## config.mk

```make
export PLATFORM = sky130hd
export DESIGN_NAME = image_tx_framer
export DESIGN_NICKNAME = d
export VERILOG_FILES = /design/src/rtl/image_pkg.sv /design/src/rtl/byte_fifo.sv /design/src/rtl/image_tx_framer.sv
export SDC_FILE = /design/constraint.sdc
export NUM_CORES = 1
export LEC_CHECK = 0
export ABC_CLOCK_PERIOD_IN_PS = 12000
export CORE_UTILIZATION = 26
export CTS_BUF_LIST = sky130_fd_sc_hd__clkbuf_4 sky130_fd_sc_hd__clkbuf_8 sky130_fd_sc_hd__clkbuf_16
export DETAILED_ROUTE_END_ITERATION = 10
export PLACE_DENSITY = 0.47
export SETUP_SLACK_MARGIN = 0.5
export SYNTH_ARGS = -nofsm -noshare
export SYNTH_HDL_FRONTEND = slang
export SYNTH_SLANG_ARGS = --single-unit
export TNS_END_PERCENT = 50
```

## constraint.sdc

```tcl
create_clock -name clk -period 12 [get_ports clk]
set_input_delay 2.4 -clock clk [delete_from_list [all_inputs] [get_ports clk]]
set_output_delay 2.4 -clock clk [all_outputs]
set_load 0.01 [all_outputs]
```

## src/rtl/image_pkg.sv

```systemverilog
// Shared framing constants and FSM encoding for the image TX framer and RX parser.
package image_pkg;
    localparam int HDR_BYTES = 4;
    localparam int DIM_W     = 16;
    localparam int CNT_W     = 32;
    localparam logic [1:0] LAST_HDR = 2'(HDR_BYTES - 1);

    typedef enum logic [2:0] {
        IDLE, SEND_HDR, WAIT_HDR, SEND_PIX, WAIT_PIX, DONE
    } state_t;

    // Header is big-endian height followed by big-endian width
    function automatic logic [7:0] hdr_byte(input logic [DIM_W-1:0] h,
                                            input logic [DIM_W-1:0] w,
                                            input logic [1:0]       idx);
        case (idx)
            2'd0:    return h[15:8];
            2'd1:    return h[7:0];
            2'd2:    return w[15:8];
            default: return w[7:0];
        endcase
    endfunction
endpackage

```

## src/rtl/byte_fifo.sv

```systemverilog
// Synchronous first-word-fall-through byte FIFO; push when full and pop when empty are ignored.
module byte_fifo #(
    parameter int DEPTH = 16,
    parameter int AW    = 4
) (
    input  logic       clk,
    input  logic       rstn,
    input  logic       push,
    input  logic [7:0] din,
    input  logic       pop,
    output logic [7:0] dout,
    output logic       full,
    output logic       empty
);
    logic [7:0]  mem [DEPTH];
    logic [AW:0] wptr, rptr;

    // Extra pointer bit distinguishes full from empty when the indices match
    assign empty = (wptr == rptr);
    assign full  = (wptr[AW] != rptr[AW]) && (wptr[AW-1:0] == rptr[AW-1:0]);
    assign dout  = mem[rptr[AW-1:0]];

    always_ff @(posedge clk) begin
        if (push && !full) mem[wptr[AW-1:0]] <= din;
    end

    always_ff @(posedge clk) begin
        if (!rstn) begin
            wptr <= '0;
            rptr <= '0;
        end else begin
            if (push && !full) wptr <= wptr + 1'b1;
            if (pop && !empty) rptr <= rptr + 1'b1;
        end
    end
endmodule

```

## src/rtl/image_tx_framer.sv

```systemverilog
// Frames one image for the UART transmitter: 4-byte H/W header, then H*W buffered pixel bytes.
module image_tx_framer
    import image_pkg::*;
#(
    parameter int FIFO_DEPTH = 16,
    parameter int FIFO_AW    = 4
) (
    input  logic             clk,
    input  logic             rstn,
    input  logic             start,
    input  logic [DIM_W-1:0] height,
    input  logic [DIM_W-1:0] width,
    input  logic [7:0]       pix_data,
    input  logic             pix_valid,
    output logic             pix_ready,
    output logic [7:0]       tx_data,
    output logic             tx_valid,
    input  logic             tx_done,
    output logic             busy,
    output logic             frame_done,
    output logic             overflow
);
    state_t           state;
    logic [DIM_W-1:0] h_q, w_q;
    logic [CNT_W-1:0] total, pix_in_cnt, pix_out_cnt;
    logic [1:0]       hdr_idx;
    logic             push, pop, pix_turn, fifo_full, fifo_empty;
    logic [7:0]       fifo_dout;

    assign pix_ready = busy && !fifo_full && (pix_in_cnt < total);
    assign push      = pix_valid && pix_ready;

    // A pixel slot opens while waiting in SEND_PIX or right on the tx_done that
    // frees the transmitter; popping on that edge keeps tx_done->tx_valid at one cycle.
    assign pix_turn = (state == SEND_PIX) ||
                      (tx_done && state == WAIT_PIX && pix_out_cnt != total) ||
                      (tx_done && state == WAIT_HDR && hdr_idx == LAST_HDR && total != '0);
    assign pop      = pix_turn && !fifo_empty;

    byte_fifo #(.DEPTH(FIFO_DEPTH), .AW(FIFO_AW)) u_fifo (
        .clk   (clk),
        .rstn  (rstn),
        .push  (push),
        .din   (pix_data),
        .pop   (pop),
        .dout  (fifo_dout),
        .full  (fifo_full),
        .empty (fifo_empty)
    );

    always_ff @(posedge clk) begin
        if (!rstn) begin
            state       <= IDLE;
            h_q         <= '0;
            w_q         <= '0;
            total       <= '0;
            pix_in_cnt  <= '0;
            pix_out_cnt <= '0;
            hdr_idx     <= '0;
            tx_data     <= '0;
            tx_valid    <= 1'b0;
            busy        <= 1'b0;
            frame_done  <= 1'b0;
            overflow    <= 1'b0;
        end else begin
            tx_valid   <= 1'b0;
            frame_done <= 1'b0;
            if (push) pix_in_cnt <= pix_in_cnt + 1'b1;
            if (busy && pix_valid && !pix_ready) overflow <= 1'b1;

            if (pop) begin
                tx_valid    <= 1'b1;
                tx_data     <= fifo_dout;
                pix_out_cnt <= pix_out_cnt + 1'b1;
                state       <= WAIT_PIX;
            end else if (pix_turn) begin
                state <= SEND_PIX;
            end

            case (state)
                IDLE: if (start) begin
                    h_q         <= height;
                    w_q         <= width;
                    total       <= {16'd0, height} * {16'd0, width};
                    hdr_idx     <= '0;
                    pix_in_cnt  <= '0;
                    pix_out_cnt <= '0;
                    overflow    <= 1'b0;
                    busy        <= 1'b1;
                    tx_valid    <= 1'b1;
                    tx_data     <= height[15:8];
                    state       <= SEND_HDR;
                end
                SEND_HDR: state <= WAIT_HDR;
                WAIT_HDR: if (tx_done) begin
                    if (hdr_idx != LAST_HDR) begin
                        hdr_idx  <= hdr_idx + 2'd1;
                        tx_valid <= 1'b1;
                        tx_data  <= hdr_byte(h_q, w_q, hdr_idx + 2'd1);
                        state    <= SEND_HDR;
                    end else if (total == '0) begin
                        busy       <= 1'b0;
                        frame_done <= 1'b1;
                        state      <= DONE;
                    end
                end
                SEND_PIX: ;
                WAIT_PIX: if (tx_done && pix_out_cnt == total) begin
                    busy       <= 1'b0;
                    frame_done <= 1'b1;
                    state      <= DONE;
                end
                DONE:    state <= IDLE;
                default: state <= IDLE;
            endcase
        end
    end
endmodule

```

# --- After elaboration in Yosys (flattened, before gate mapping) ---
# Memories as Yosys holds them, arrays and structs flattened. A register that Yosys moved wholly into a read port is not among the register bits.
# Cells that the tools add are included.
op_classes:
  add_sub_neg: 5
  n_mul: 1
  order_cmp: 1
  n_eq_ne: 19
  n_mux: 47
  reduce_logical: 29
ops:
  columns: ["op", "count"]
  rows:
  - ["two-way mux 32 bit", 6]
  - ["adder 32 x 1 -> 32 bit (second input constant)", 2]
  - ["== test 32 bit", 1]
  - ["logical NOT 32 bit", 1]
  - ["< comparator 32 bit", 1]
  - ["multiplier 16 x 16 -> 32 bit", 1]
  - ["two-way mux 8 bit", 4]
  - ["!= test 32 bit", 1]
  - ["nonzero test 32 bit", 1]
  - ["one-hot mux 8 bit (3 select lines)", 1]
  - ["two-way mux 3 bit", 7]
  - ["two-way mux 1 bit", 18]
  - ["one-hot mux 8 bit (2 select lines)", 1]
  - ["logical AND 1 bit", 15]
  - ["one-hot mux 3 bit (5 select lines)", 1]
  - ["adder 5 x 1 -> 5 bit (second input constant)", 2]
  - ["two-way mux 4 bit", 2]
  - ["!= test 2 bit (second input constant)", 4]
  - ["== test 3 x 2 -> 1 bit (second input constant)", 2]
  - ["two-way mux 2 bit", 3]
  - ["!= test 2 x 1 -> 1 bit (second input constant)", 3]
  - ["AND reduction 6 bit", 1]
  - ["== test 5 bit", 1]
  - ["== test 2 bit (second input constant)", 2]
  - ["17 further kinds", 21]
word_totals:
  ff_bits: 155
  ramBits: 128
  output_inout_bits: 13
  n_memories: 1
memory_table:
  columns: ["name", "words", "width", "read_ports", "rd_clocked_by_memory_dff", "wr", "line_no", "text"]
  rows:
  - ["u_fifo.mem", 16, 8, 1, 1, 1, "byte_fifo.sv:15", "logic [7:0] mem [DEPTH];"]

# --- Logic depth before layout (Yosys ltp) ---
# Gate-level depths: netlist (run 1).
logic_depth:
  ltp_word: 11
  ltp_mapped: 24
  depth_no_buf: 21

# --- Hierarchy ---
# Synthesis (run 1) repeated with hierarchy kept, for this count alone.
hier_totals:
  cells_unflattened: 2168
  hier_area_um2: 21886.0
modules_own_cells:
  columns: ["module", "instances", "cells_per_inst", "area_each_um2", "seq_area_each_um2"]
  rows:
  - ["image_tx_framer", 1, 1886, 16079.2, 2902.8]
  - ["byte_fifo", 1, 282, 5806.8, 4124.0]

# --- Worst setup path after synthesis (run 1) ---
# No wires, ideal clock.
synth_timing:
  path_kind: "in2reg"
  start: "input port height[11]"
  end: "register total[31]"
  arrival_ps: 7961
  setup_slack_ps: 3921
  path_stages: 21
  n_path_buf: 2
  path_cell_list: "clkbuf_1 -> clkbuf_1 -> nand2_1 -> fa_1 -> fa_1 -> fa_1 -> inv_1 -> fa_1 -> fa_1 -> inv_1 -> fa_1 -> inv_1 -> ha_1 -> a21oi_1 -> o311a_1 -> a311o_1 -> o31ai_2 -> a211o_2 -> a31oi_1 -> o21ba_1 -> o2111a_1"
synth_via:
  elab_chain_len: 1
synth_rtl:
  columns: ["element", "line_no", "text"]
  rows:
  - ["start, declared", "image_tx_framer.sv:11", "input logic [DIM_W-1:0] height,"]
  - ["multiplier 16 x 16 -> 32 bit", "image_tx_framer.sv:84", "total <= {16'd0, height} * {16'd0, width};"]
  - ["end signal, assigned", "image_tx_framer.sv:84", null]
  - ["end, declared", "image_tx_framer.sv:25", "logic [CNT_W-1:0] total, pix_in_cnt, pix_out_cnt;"]
# No other way between the ends.
# A chain may end at the register's enable or synchronous reset.

# --- Worst setup path in the final report (run 1) ---
layout_timing:
  start: "input port width[7]"
  end: "register total[28]"
layout_via:
  elab_chain_len: 1
layout_rtl:
  columns: ["element", "line_no", "text"]
  rows:
  - ["start, declared", "image_tx_framer.sv:12", "input logic [DIM_W-1:0] width,"]
  - ["multiplier 16 x 16 -> 32 bit", "image_tx_framer.sv:84", null]
# No other way between the ends.

==> metrics.txt, run 1 <==
# TYPE chip_impl_metric gauge
chip_impl_metric{name="post-dp-hpwl",unit="um"} 44700
chip_impl_metric{name="htreeDepth",unit=""} 2
chip_impl_info{name="clock-root-buffer",value="clkbuf_16"} 1
chip_impl_metric{name="initial_core_util",unit=""} 0.262
chip_impl_metric{name="worst_hold_slack",unit="ns"} 0.455
chip_impl_metric{name="n_fill_cell",unit=""} 8669
chip_impl_metric{name="rr_worst_depth",unit=""} 11
chip_impl_info{name="end_kind",value="register"} 1
chip_impl_metric{name="post_synthesis_mux_area_share",unit=""} 0.0554
chip_impl_metric{name="post_route_antenna_net_violation_count",unit=""} 0
chip_impl_metric{name="placementRows",unit=""} 106
chip_impl_metric{name="power_density",unit="nW/um^2"} 221
chip_impl_metric{name="synth_enable_flop_cells",unit=""} 128
chip_impl_metric{name="ctsLongestPathBuffers",unit=""} 3
chip_impl_info{name="worstPathCellList",value="clkdlybuf4s50_1 > nand2_1 > fa_1 > inv_1 > fa_1 > inv_1 > fa_1 > inv_1 > fa_1 > fa_1 > inv_1 > fa_1 > inv_1 > ha_1 > and4_1 > a311o_1 > o32ai_1 > a31oi_1 > a21oi_1 > o21ai_0 > o21bai_1 > a2bb2oi_1"} 1
chip_impl_info{name="outcome",value="completed"} 1
chip_impl_metric{name="cts-hold-fix-buffers",unit=""} 0
chip_impl_metric{name="final_gp_congestion",unit=""} 0.818
chip_impl_metric{name="grt_max_degree",unit=""} 61
chip_impl_metric{name="fin_nets",unit=""} 2611
chip_impl_metric{name="numClockSinks",unit=""} 287
chip_impl_metric{name="maxSlewHeadroom",unit=""} 0.199
chip_impl_metric{name="internal_power",unit="mW"} 3.03
chip_impl_metric{name="placeableCoreArea",unit="um^2"} 83600
chip_impl_metric{name="synth_fp_nets",unit=""} 2616
chip_impl_metric{name="synth_xor_xnor_area_share",unit=""} 0.0332
chip_impl_metric{name="via_count",unit=""} 16100
chip_impl_metric{name="route.detailed.wl_per_inst",unit="um"} 18.5
chip_impl_metric{name="worst-endpoint-arrival",unit="ns"} 9.21
chip_impl_metric{name="routed_wl",unit="um"} 61700
chip_impl_metric{name="timing.final.max_slew_violations",unit=""} 0
chip_impl_metric{name="hold_depth",unit=""} 2
chip_impl_metric{name="fmax",unit="MHz"} 114
chip_impl_metric{name="cap_violations",unit=""} 0
chip_impl_metric{name="vias_per_cell",unit=""} 4.82
chip_impl_metric{name="pin_count",unit=""} 58
chip_impl_metric{name="dieArea",unit="um^2"} 85400
chip_impl_metric{name="area_growth",unit="%"} 12.7
chip_impl_metric{name="finalCriticalPeriod",unit="ns"} 8.77
chip_impl_metric{name="antenna_violations_before_repair",unit=""} 1
chip_impl_metric{name="fraction_of_final_layout_cells_with_drive_strength_greater_than_1",unit=""} 0.0684
chip_impl_metric{name="cts_made_buffers",unit=""} 35
chip_impl_metric{name="final_min_period_over_clock_period",unit=""} 0.731
chip_impl_metric{name="drcViolationCount",unit=""} 0
chip_impl_metric{name="worst-slew-pin-transition",unit="ns"} 1.20
chip_impl_metric{name="iteration_count_of_the_initial_detailed_routing_pass",unit=""} 5
chip_impl_metric{name="synth_top_area_frac",unit=""} 0.177
chip_impl_metric{name="buffer_ports.inserted",unit=""} 57
chip_impl_metric{name="grt.total_usage",unit=""} 0.148
chip_impl_metric{name="worst-endpoint-required",unit="ns"} 12.43
chip_impl_info{name="setup_repair_after_global_routing_missed_its_margin",value="no"} 1
chip_impl_metric{name="post-route-worst-setup-slack",unit="ns"} 3.23
chip_impl_metric{name="synth.yosys.warnings",unit=""} 0
chip_impl_metric{name="die_w",unit="um"} 292
chip_impl_info{name="cp_slowest_cell",value="clkdlybuf4s50_1"} 1
chip_impl_info{name="hold_path_class",value="register to register"} 1
chip_impl_info{name="synth_top_family_by_area",value="adder cells"} 1
chip_impl_info{name="worst-setup-path-type",value="input port to register"} 1
chip_impl_metric{name="comb_power_share",unit=""} 0.593
chip_impl_metric{name="synthDistinctLibCells",unit=""} 79
chip_impl_metric{name="worst_ir_drop_vdd",unit="V"} 0.000307
chip_impl_metric{name="regToRegSetupSlack",unit="ns"} 7.77
chip_impl_metric{name="power.share.switching",unit=""} 0.445
chip_impl_metric{name="gate_count_after_technology_mapping",unit=""} 2230
chip_impl_metric{name="sequential_element_share_of_the_synthesized_area",unit=""} 0.321
chip_impl_metric{name="synthArstFlopShare",unit=""} 0
chip_impl_metric{name="die_height",unit="um"} 292
chip_impl_metric{name="grt_first_pass_wirelength",unit="um"} 98900
chip_impl_metric{name="timing.critical_path.fanout_max",unit=""} 17
chip_impl_metric{name="finalHoldViolCount",unit=""} 0
chip_impl_metric{name="synthesized_area_fraction_occupied_by_ao_oa_aoi_and_oai_cells",unit=""} 0.0843
chip_impl_metric{name="grt.overflow.total",unit=""} 0
chip_impl_metric{name="static-leakage-power",unit="nW"} 9.86
chip_impl_metric{name="total_switching_power",unit="mW"} 2.43
chip_impl_metric{name="post_cts_resized",unit=""} 0
chip_impl_info{name="yosysTopAreaCell",value="fa_1"} 1
chip_impl_metric{name="vias_in_the_first_global_route",unit=""} 16900
chip_impl_metric{name="postCtsSetupBuffers",unit=""} 0
chip_impl_info{name="cell_types_occupying_the_most_area_after_synthesis",value="fa_1, edfxtp_1, dfxtp_1"} 1
chip_impl_info{name="synth_flop_cell",value="dfxtp_1"} 1
chip_impl_info{name="timing.critical_path.mode_cell",value="fa_1"} 1
chip_impl_info{name="tritoncts",value="built"} 1
chip_impl_metric{name="setup_violations",unit=""} 0
chip_impl_metric{name="skew",unit="ns"} 0.0216
chip_impl_metric{name="cts.clk_slew.worst_paths",unit="ns"} 0.06
chip_impl_metric{name="sequentialPowerShare",unit=""} 0.208
chip_impl_metric{name="mappedNetlistArea",unit="um^2"} 21900
chip_impl_metric{name="post_place_setup_slack",unit="ns"} 2.71
chip_impl_info{name="timing.critical_path.from_type",value="input port"} 1
chip_impl_metric{name="synthSimpleGateAreaFrac",unit=""} 0.173
chip_impl_metric{name="count_of_state_elements_after_synthesis",unit=""} 287
chip_impl_metric{name="max_stage_delay",unit="ns"} 1.17
chip_impl_metric{name="drt_iter0_drc",unit=""} 1141
chip_impl_metric{name="clock_insertion_delay_worst_skew",unit="ns"} 0.55
chip_impl_metric{name="final.setup.tns",unit="ns"} 0
chip_impl_metric{name="layout.core_utilization",unit=""} 0.295
chip_impl_metric{name="synth.avg_cell_area",unit="um^2"} 9.82
chip_impl_metric{name="clock_power_share",unit=""} 0.200
chip_impl_metric{name="synth-adder-area-share",unit=""} 0.261
==> per-stage QoR <==
step / std cells / total power [mW] / cell area, um^2
6_report: 3333 / 5.47 / 24700
5_1_grt: 3331 / 6.03 / 24700
4_1_cts: 3331 / 5.53 / 24700
3_5_place_dp: 3268 / 4.38 / 23500
3_3_place_gp: 3268 / 4.39 / 23500
2_1_floorplan: 2230 / 3.50 / 21900
==> flip-flops by register name, indices dropped and copies added (netlist names), named ones only <==
name	count
u_fifo.mem	128
pix_in_cnt	32
pix_out_cnt	32
total	32
h_q	16
w_q	16
tx_data	8
u_fifo.rptr	5
u_fifo.wptr	5
state	3
hdr_idx	2
busy	1
frame_done	1
overflow	1
tx_valid	1
==> Yosys cell counts, types with 9 or more instances <==
cell type / number
a21oi_1: 112
edfxtp_1: 128
inv_1: 292
xnor2_1: 65
nor4_1: 27
nand2_1: 323
dfxtp_1: 159
ha_1: 147
buf_2: 15
and2_1: 130
mux2i_1: 23
and4_1: 11
xor2_1: 18
a211oi_1: 9
nor2b_1: 11
a31oi_1: 9
mux4_2: 40
nand3_1: 37
or3_1: 40
and3_1: 21
o21ai_0: 49
nor2_1: 70
nor3_1: 19
clkbuf_1: 90
a21o_1: 19
fa_1: 194
nand4_1: 32
==> final timing paths <==
| check | startpoint | to |
|---|---|---|
| max reg2reg | total[13] | u_fifo.mem[5][3] |
| max | width[7] | total[28] |
| min | w_q[2] | w_q[2] |
| min reg2reg | w_q[2] | w_q[2] |
==> final cells by class <==
class                           instances  area (um^2)  share of cell area
Multi-Input combinational cell       1534        13300               0.539
Timing Repair Buffer                   75          706              0.0286
Clock inverter                         16          200             0.00811
Sequential cell                       287         7030               0.285
Inverter                              292         1100              0.0444
Antenna cell                            2         5.00            0.000203
Clock buffer                           47          991              0.0401
Tap cell                             1080         1350              0.0547
==> critical path: cells and delay by family <==
kind	cells	cell delay (ns)
simple gates	2	0.46
buf+inv	6	1.44
compound gates	7	1.53
fa+ha+maj	7	3.35
==> layout by cell type (no fill, tap or decap), drive strengths merged, types with 9 or more instances in the layout <==
| master | count |
|---|---|
| edfxtp | 128 |
| mux2i | 23 |
| a31oi | 9 |
| mux4 | 40 |
| a21o | 19 |
| a211oi | 9 |
| a21oi | 112 |
| clkbuf | 47 |
| ha | 147 |
| nor4 | 34 |
| and3 | 21 |
| o21ai | 50 |
| nor2 | 70 |
| nor2b | 11 |
| clkinv | 9 |
| nand3 | 39 |
| or3 | 40 |
| nand4 | 32 |
| clkdlybuf4s50 | 57 |
| nor3 | 21 |
| buf | 18 |
| and2 | 131 |
| xnor2 | 65 |
| fa | 194 |
| inv | 295 |
| and4 | 11 |
| xor2 | 18 |
| nand2 | 323 |
| or4 | 9 |
| dfxtp | 159 |
==> cells by family after synthesis <==
| kind of cell | Yosys count |
|---|---|
| flops | 287 |
| compound gates | 287 |
| fa+ha+maj | 341 |
| mux | 70 |
| xor+xnor | 83 |
| buf+inv | 409 |
| simple gates | 753 |
==> metal layers <==
metal,wire [um],track usage,vias up
met4,1080,0.0351,0
li1,-,-,7496
met3,2540,0.0170,75
met2,28400,0.239,360
met1,29700,0.209,8148
met5,0,0,-
==> power groups by stage <==
stage / Combinational [mW] / Sequential (mW) / Clock (mW)
after floorplan: 2.38 / 1.12 / 0
after global placement: 3.24 / 1.15 / 0
after detailed placement: 3.23 / 1.15 / 0
after CTS: 3.28 / 1.13 / 1.12
after global routing: 3.74 / 1.14 / 1.16
final: 3.24 / 1.13 / 1.09
Power figures use the tool's default switching activity.
==> run 2, diff against run 1 <==
--- a/config.mk
+++ b/config.mk
@@ -5,7 +5,7 @@
 export SDC_FILE = /design/constraint.sdc
 export NUM_CORES = 1
 export LEC_CHECK = 0
-export ABC_CLOCK_PERIOD_IN_PS = 12000
+export ABC_CLOCK_PERIOD_IN_PS = 9000
 export CORE_UTILIZATION = 26
 export CTS_BUF_LIST = sky130_fd_sc_hd__clkbuf_4 sky130_fd_sc_hd__clkbuf_8 sky130_fd_sc_hd__clkbuf_16
 export DETAILED_ROUTE_END_ITERATION = 10
==> constraint.sdc (replaced) <==
create_clock -name clk -period 9 [get_ports clk]
set_input_delay 1.8 -clock clk [delete_from_list [all_inputs] [get_ports clk]]
set_output_delay 1.8 -clock clk [all_outputs]
set_load 0.01 [all_outputs]
==> run 2 against run 1 <==
Register-to-register slack worse by 2.9 ns. Wire length down 2.5%. First-iteration DRC count down 0.53%. Via count down 0.61%. Die area unchanged. Sequential power up 34%. Combinational power up 32%. Count of clock-buffer cells in the layout down 3. Final cell count up 0.66%. Design area up 0.38%. Clock skew up 0.0013 ns.
==> metrics.txt, run 2 (same netlist as run 1, synthesis figures left out) <==
# TYPE chip_impl_metric gauge
chip_impl_metric{name="final_gp_congestion",unit=""} 0.854
chip_impl_info{name="outcome",value="completed"} 1
chip_impl_metric{name="cts.clk_slew.worst_paths",unit="ns"} 0.06
chip_impl_metric{name="fraction_of_final_layout_cells_with_drive_strength_greater_than_1",unit=""} 0.0765
chip_impl_metric{name="placementRows",unit=""} 106
chip_impl_metric{name="worst_hold_slack",unit="ns"} 0.456
chip_impl_metric{name="pin_count",unit=""} 58
chip_impl_metric{name="fmax",unit="MHz"} 124
chip_impl_metric{name="fin_nets",unit=""} 2636
chip_impl_metric{name="power_density",unit="nW/um^2"} 288
chip_impl_metric{name="area_growth",unit="%"} 13.1
chip_impl_metric{name="static-leakage-power",unit="nW"} 9.94
chip_impl_metric{name="area_used_by_multi_input_combinational_logic",unit="um^2"} 13300
chip_impl_metric{name="iteration_count_of_the_initial_detailed_routing_pass",unit=""} 7
chip_impl_metric{name="worst-endpoint-arrival",unit="ns"} 8.51
chip_impl_metric{name="clock_insertion_delay_worst_skew",unit="ns"} 0.55
chip_impl_metric{name="timing.critical_path.fanout_max",unit=""} 12
chip_impl_metric{name="cts_made_buffers",unit=""} 35
chip_impl_metric{name="htreeDepth",unit=""} 2
chip_impl_metric{name="finalCriticalPeriod",unit="ns"} 8.03
chip_impl_info{name="worst-setup-path-type",value="input port to register"} 1
chip_impl_metric{name="postPlaceCellArea",unit="um^2"} 23700
chip_impl_metric{name="die_height",unit="um"} 292
chip_impl_metric{name="n_fill_cell",unit=""} 8744
chip_impl_metric{name="via_count",unit=""} 16000
chip_impl_metric{name="worst-slew-pin-transition",unit="ns"} 1.21
chip_impl_metric{name="ctsLongestPathBuffers",unit=""} 3
chip_impl_metric{name="placeableCoreArea",unit="um^2"} 83600
chip_impl_metric{name="grt_first_pass_wirelength",unit="um"} 97100
chip_impl_metric{name="drcViolationCount",unit=""} 0
chip_impl_metric{name="layout.cell_area.non_filler",unit="um^2"} 24800
chip_impl_metric{name="initial_core_util",unit=""} 0.262
chip_impl_metric{name="critPathBufInv",unit=""} 4
chip_impl_metric{name="dieArea",unit="um^2"} 85400
chip_impl_info{name="critical_path.top_delay_family",value="adder cells"} 1
chip_impl_info{name="timing.critical_path.from_type",value="input port"} 1
chip_impl_info{name="tritoncts",value="built"} 1
chip_impl_metric{name="post_route_antenna_net_violation_count",unit=""} 0
chip_impl_metric{name="antenna_violations_before_repair",unit=""} 1
chip_impl_metric{name="setup_violations",unit=""} 0
chip_impl_metric{name="vias_in_the_first_global_route",unit=""} 16700
chip_impl_metric{name="max_stage_delay",unit="ns"} 1.03
chip_impl_metric{name="flip_flop_count_of_the_largest_register_after_layout",unit=""} 128
chip_impl_metric{name="timing.final.max_slew_violations",unit=""} 0
chip_impl_metric{name="cap_violations",unit=""} 0
chip_impl_metric{name="die_w",unit="um"} 292
chip_impl_info{name="worstPathCellList",value="clkdlybuf4s50_1 > nand2_1 > fa_1 > fa_1 > inv_1 > fa_1 > fa_1 > fa_1 > inv_1 > fa_1 > inv_1 > ha_1 > a21oi_1 > nand2_1 > a221oi_1 > o31ai_2 > a211o_2 > a31oi_1 > o21ba_1 > o2111a_1"} 1
chip_impl_metric{name="sequential_cell_area",unit="um^2"} 7030
chip_impl_metric{name="worst_ir_drop_vdd",unit="V"} 0.000360
chip_impl_metric{name="vias_per_cell",unit=""} 4.76
chip_impl_metric{name="postCtsSetupBuffers",unit=""} 0
chip_impl_info{name="clock-root-buffer",value="clkbuf_16"} 1
chip_impl_metric{name="routed_wl",unit="um"} 60200
chip_impl_info{name="hold_path_class",value="register to register"} 1
chip_impl_metric{name="final_min_period_over_clock_period",unit=""} 0.893
chip_impl_metric{name="grt.total_usage",unit=""} 0.144
chip_impl_metric{name="cts-hold-fix-buffers",unit=""} 0
chip_impl_metric{name="skew",unit="ns"} 0.0229
chip_impl_metric{name="ant_diodes",unit=""} 0
chip_impl_metric{name="post_cts_resized",unit=""} 0
chip_impl_info{name="setup_repair_after_global_routing_missed_its_margin",value="no"} 1
chip_impl_metric{name="buffer_ports.inserted",unit=""} 57
chip_impl_metric{name="final.setup.tns",unit="ns"} 0
chip_impl_metric{name="worst-endpoint-required",unit="ns"} 9.48
chip_impl_metric{name="power.total",unit="mW"} 7.15
chip_impl_metric{name="route.detailed.wl_per_inst",unit="um"} 18.0
chip_impl_info{name="mostFrequentLayoutCells",value="nand2_1, inv_1, fa_1"} 1
chip_impl_info{name="timing.critical_path.mode_cell",value="fa_1"} 1
chip_impl_info{name="end_kind",value="register"} 1
chip_impl_metric{name="post-dp-hpwl",unit="um"} 45900
chip_impl_metric{name="grt.overflow.total",unit=""} 0
chip_impl_metric{name="grt_max_degree",unit=""} 61
chip_impl_metric{name="drt_iter0_drc",unit=""} 1135
chip_impl_metric{name="numClockSinks",unit=""} 287
chip_impl_metric{name="finalHoldViolCount",unit=""} 0
chip_impl_metric{name="maxSlewHeadroom",unit=""} 0.193
chip_impl_info{name="cp_slowest_cell",value="clkdlybuf4s50_1"} 1
chip_impl_info{name="mostFrequentLayoutCell",value="nand2_1"} 1
run 2: changes by cell type in the layout (fill, tap and decap cells not counted), sizes merged:
cell / change
buf: +25
clkinv: +5
clkbuf: -3
bufinv: -2
diode: -2
inv: -1
run 2: worst paths after layout:
path / to / start / depth (start not counted) / slack (ns)
worst min register to register: h_q[9] / h_q[9] / 2 / 0.46
worst min-delay path: h_q[9] / h_q[9] / 2 / 0.46
worst max register to register: u_fifo.mem[4][0] / total[13] / 11 / 4.91
worst max-delay path: total[31] / width[1] / 20 / 0.97
run 2: metrics by stage:
step,setup WS (ns),utilization,std cells
6_report,0.965,0.297,3355
3_5_place_dp,0.394,0.283,3293
3_3_place_gp,0.462,0.283,3293
2_1_floorplan,1.52,-,2230
5_1_grt,0.574,0.297,3355
4_1_cts,0.964,0.297,3355
run 2: routing by layer:
metal	GRT usage	wire length [um]	up-vias
met5	0	0	-
met4	0.0346	1070	0
met3	0.0225	2830	66
met2	0.225	26700	351
met1	0.207	29600	8023
li1	-	-	7541
run 2: worst reg2reg max path: stages, from the launching register on:
cell	delay, ns
dfxtp_1	0.55
inv_1	0.09
ha_1	0.32
a21o_1	0.16
a21o_1	0.17
a21oi_1	0.13
nor2_1	0.06
a2111oi_2	0.56
o221ai_4	0.14
buf_4	0.30
nor2_1	0.66
and3_1	0.60
run 2: cell type report:
type                       instances  share of cell area
tap                             1080              0.0545
multi-input combinational       1534               0.537
sequential                       287               0.284
clock inverter                    18             0.00611
timing repair buffer             100              0.0360
inverter                         292              0.0442
clock buffer                      44              0.0383
run 2: where the power goes:
group	switching [mW]	total (mW)	internal, mW
logic	2.53	4.28	1.75
clock network	0.570	1.35	0.784
registers	0.0837	1.51	1.43
==> RTL change: new RTL, settings of run 1 <==
Put one more register stage on the output `overflow`. The value now appears one clock later. The other outputs are not delayed to match.
--- a/src/rtl/image_tx_framer.sv
+++ b/src/rtl/image_tx_framer.sv
@@ -21,4 +21,6 @@
     output logic             overflow
 );
+
+    logic overflow_s0;
     state_t           state;
     logic [DIM_W-1:0] h_q, w_q;
@@ -62,10 +64,10 @@
             busy        <= 1'b0;
             frame_done  <= 1'b0;
-            overflow    <= 1'b0;
+            overflow_s0 <= 1'b0;
         end else begin
             tx_valid   <= 1'b0;
             frame_done <= 1'b0;
             if (push) pix_in_cnt <= pix_in_cnt + 1'b1;
-            if (busy && pix_valid && !pix_ready) overflow <= 1'b1;
+            if (busy && pix_valid && !pix_ready) overflow_s0 <= 1'b1;
 
             if (pop) begin
@@ -86,5 +88,5 @@
                     pix_in_cnt  <= '0;
                     pix_out_cnt <= '0;
-                    overflow    <= 1'b0;
+                    overflow_s0 <= 1'b0;
                     busy        <= 1'b1;
                     tx_valid    <= 1'b1;
@@ -116,4 +118,8 @@
         end
     end
+    always_ff @(posedge clk) begin
+        overflow <= overflow_s0;
+    end
+
 endmodule
 
Function: changed (Yosys sat finds a counterexample within 4 cycles, from zero or initial values and one cycle with rstn low).
==> RTL change against run 1 <==
Synthesized area about the same. Power about the same. Utilization grew 0.058 points. Clock skew fell by 1.2 ps. Wire length down 0.85%. Critical path depth is the same. Non-clock buffer count rose by 1. Sequential cell count is 1 higher. Maximum frequency down 0.61%. Cell area up 0.20%. Critical path type unchanged. Global-route usage down 0.19 points. Count of clock-buffer cells in the layout is 4 lower. Setup slack got worse by 54 ps.
==> RTL change: results (changes against run 1) <==
Global-route wire length before repair -> 98.0 mm (-0.96%)
GP Congestion -> 0.825 (+0.87%)
Maximum vdd drop -> 0.257 mV (-16%)
Syn Nets -> 2617 (+0.038%)
Diode count -> 0 (-2)
Htree depth -> 2 (unchanged)
Worst reg2reg setup slack -> 7910 ps (+140 ps)
Largest net degree at the start of global routing -> 61 (unchanged)
Worst hold endpoint -> overflow
Fillers -> 8723 (+0.62%)
GRT Util Overall -> 14.6% (-0.19 points)
WL/cell -> 18.4 um (-0.85%)
Hold path startpoint -> overflow_s0
Yosys warning total -> 0 (unchanged)
Vias -> 16000 (-0.78%)
Status -> finished clean
Critical-path top delay cell -> clkdlybuf4s50_1
Drt pass-1 iters -> 6 (+1)
Leakage -> 9.88 nW (+0.20%)
Most frequent cells after synthesis -> nand2_1, inv_1, fa_1
Worst-Skew Late Latency -> 540 ps
Setup Skew -> 20.4 ps (-1.24 ps)
DR iter-0 viols -> 1011 (-11%)
Relative slew margins -> 12.6% (-7.3 points)
DP Wirelength -> 44.7 mm (about the same)
FF-to-FF Start -> total[13]
Dpl cell area -> 0.0235 mm2 (+0.12%)
Reg2reg end -> u_fifo.mem[4][4]
Vias in the first global route -> 16900 (-0.047%)
Worst hold path cell count -> 0 (-2)
Top cells by area, synth -> fa_1, edfxtp_1, dfxtp_1, ha_1, nand2_1
Register area share after synthesis -> 32.1% (+0.062 points)
Cts repair resizes -> 0 (unchanged)
Ys flop type -> dfxtp_1
Clock Pin Slew Worst Setup and Hold Paths -> 60 ps (about the same)
Initial antenna violation count -> 2 (+1)
Max reg flops -> 128 (unchanged)
Layout cell share with drive strength beyond 1 -> 6.84% (about the same)
Total CTS buffers -> 35 (unchanged)
Switching pwr -> 0.00242 W (-0.55%)
Worst-path fanout max -> 17 (unchanged)
CTS root buf -> clkbuf_16
[RTL change: worst reg2reg max path: cells and delay by family (launching register included)]
family	cells	cell delay (ps)
and+or+nand+nor	3	1360
adders and majority gates	1	320
AOI/OAI and AO/OA	5	1160
DFF	1	490
buffers and inverters	2	380
[RTL change: cells by family after synthesis]
| kind of cell | synth area share, % |
|---|---|
| AND/OR/NAND/NOR | 17.2 |
| XOR/XNOR | 3.32 |
| flip-flops | 32.1 |
| adder cells (fa/ha/maj) | 26.1 |
| multiplexers | 5.53 |
| buffers and inverters | 7.25 |
| AO/OA/AOI/OAI | 8.42 |
[RTL change: layer usage]
layer / up-vias / GRT usage (%) / wire, um
li1: 7497 / - / -
met1: 7998 / 20.5 / 29400
met2: 379 / 23.6 / 27800
met3: 80 / 1.75 / 2750
met4: 0 / 3.61 / 1200
met5: - / 0 / 0
[RTL change: worst max path at each step]
stage / from / cells past startpoint / to / slack [ps]
2_1_floorplan: height[11] / 21 / total[31] / 3920
3_3_place_gp: width[7] / 22 / total[26] / 2790
3_5_place_dp: width[7] / 22 / total[28] / 2680
4_1_cts: width[7] / 22 / total[28] / 3240
5_1_grt: width[7] / 22 / total[28] / 2790
6_report: width[7] / 22 / total[28] / 3170
[RTL change: stage by stage]
stage               hold slack, ps  instances  worst slack [ps]
detailed placement             351       3270              2680
finish                         370       3333              3170
global placement               344       3270              2790
CTS                            364       3333              3240
floorplan                      331       2231              3920
global route                   379       3333              2790
[RTL change: cell type report]
cell class	count	area (um2)	share of cell area [%]
timing repair buffer	76	713	2.88
tap	1080	1350	5.46
inverter	292	1100	4.43
clock inverter	20	244	0.986
sequential	288	7050	28.5
multi-input combinational	1534	13300	53.8
clock buffer	43	973	3.94
[RTL change: power groups by stage]
stage / clock network, W / logic (W) / registers [W]
after CTS: 0.00114 / 0.00327 / 0.00114
after global routing: 0.00118 / 0.00371 / 0.00114
final: 0.00111 / 0.00322 / 0.00114
after detailed placement: 0 / 0.00323 / 0.00116
after global placement: 0 / 0.00322 / 0.00116
after floorplan: 0 / 0.00238 / 0.00112
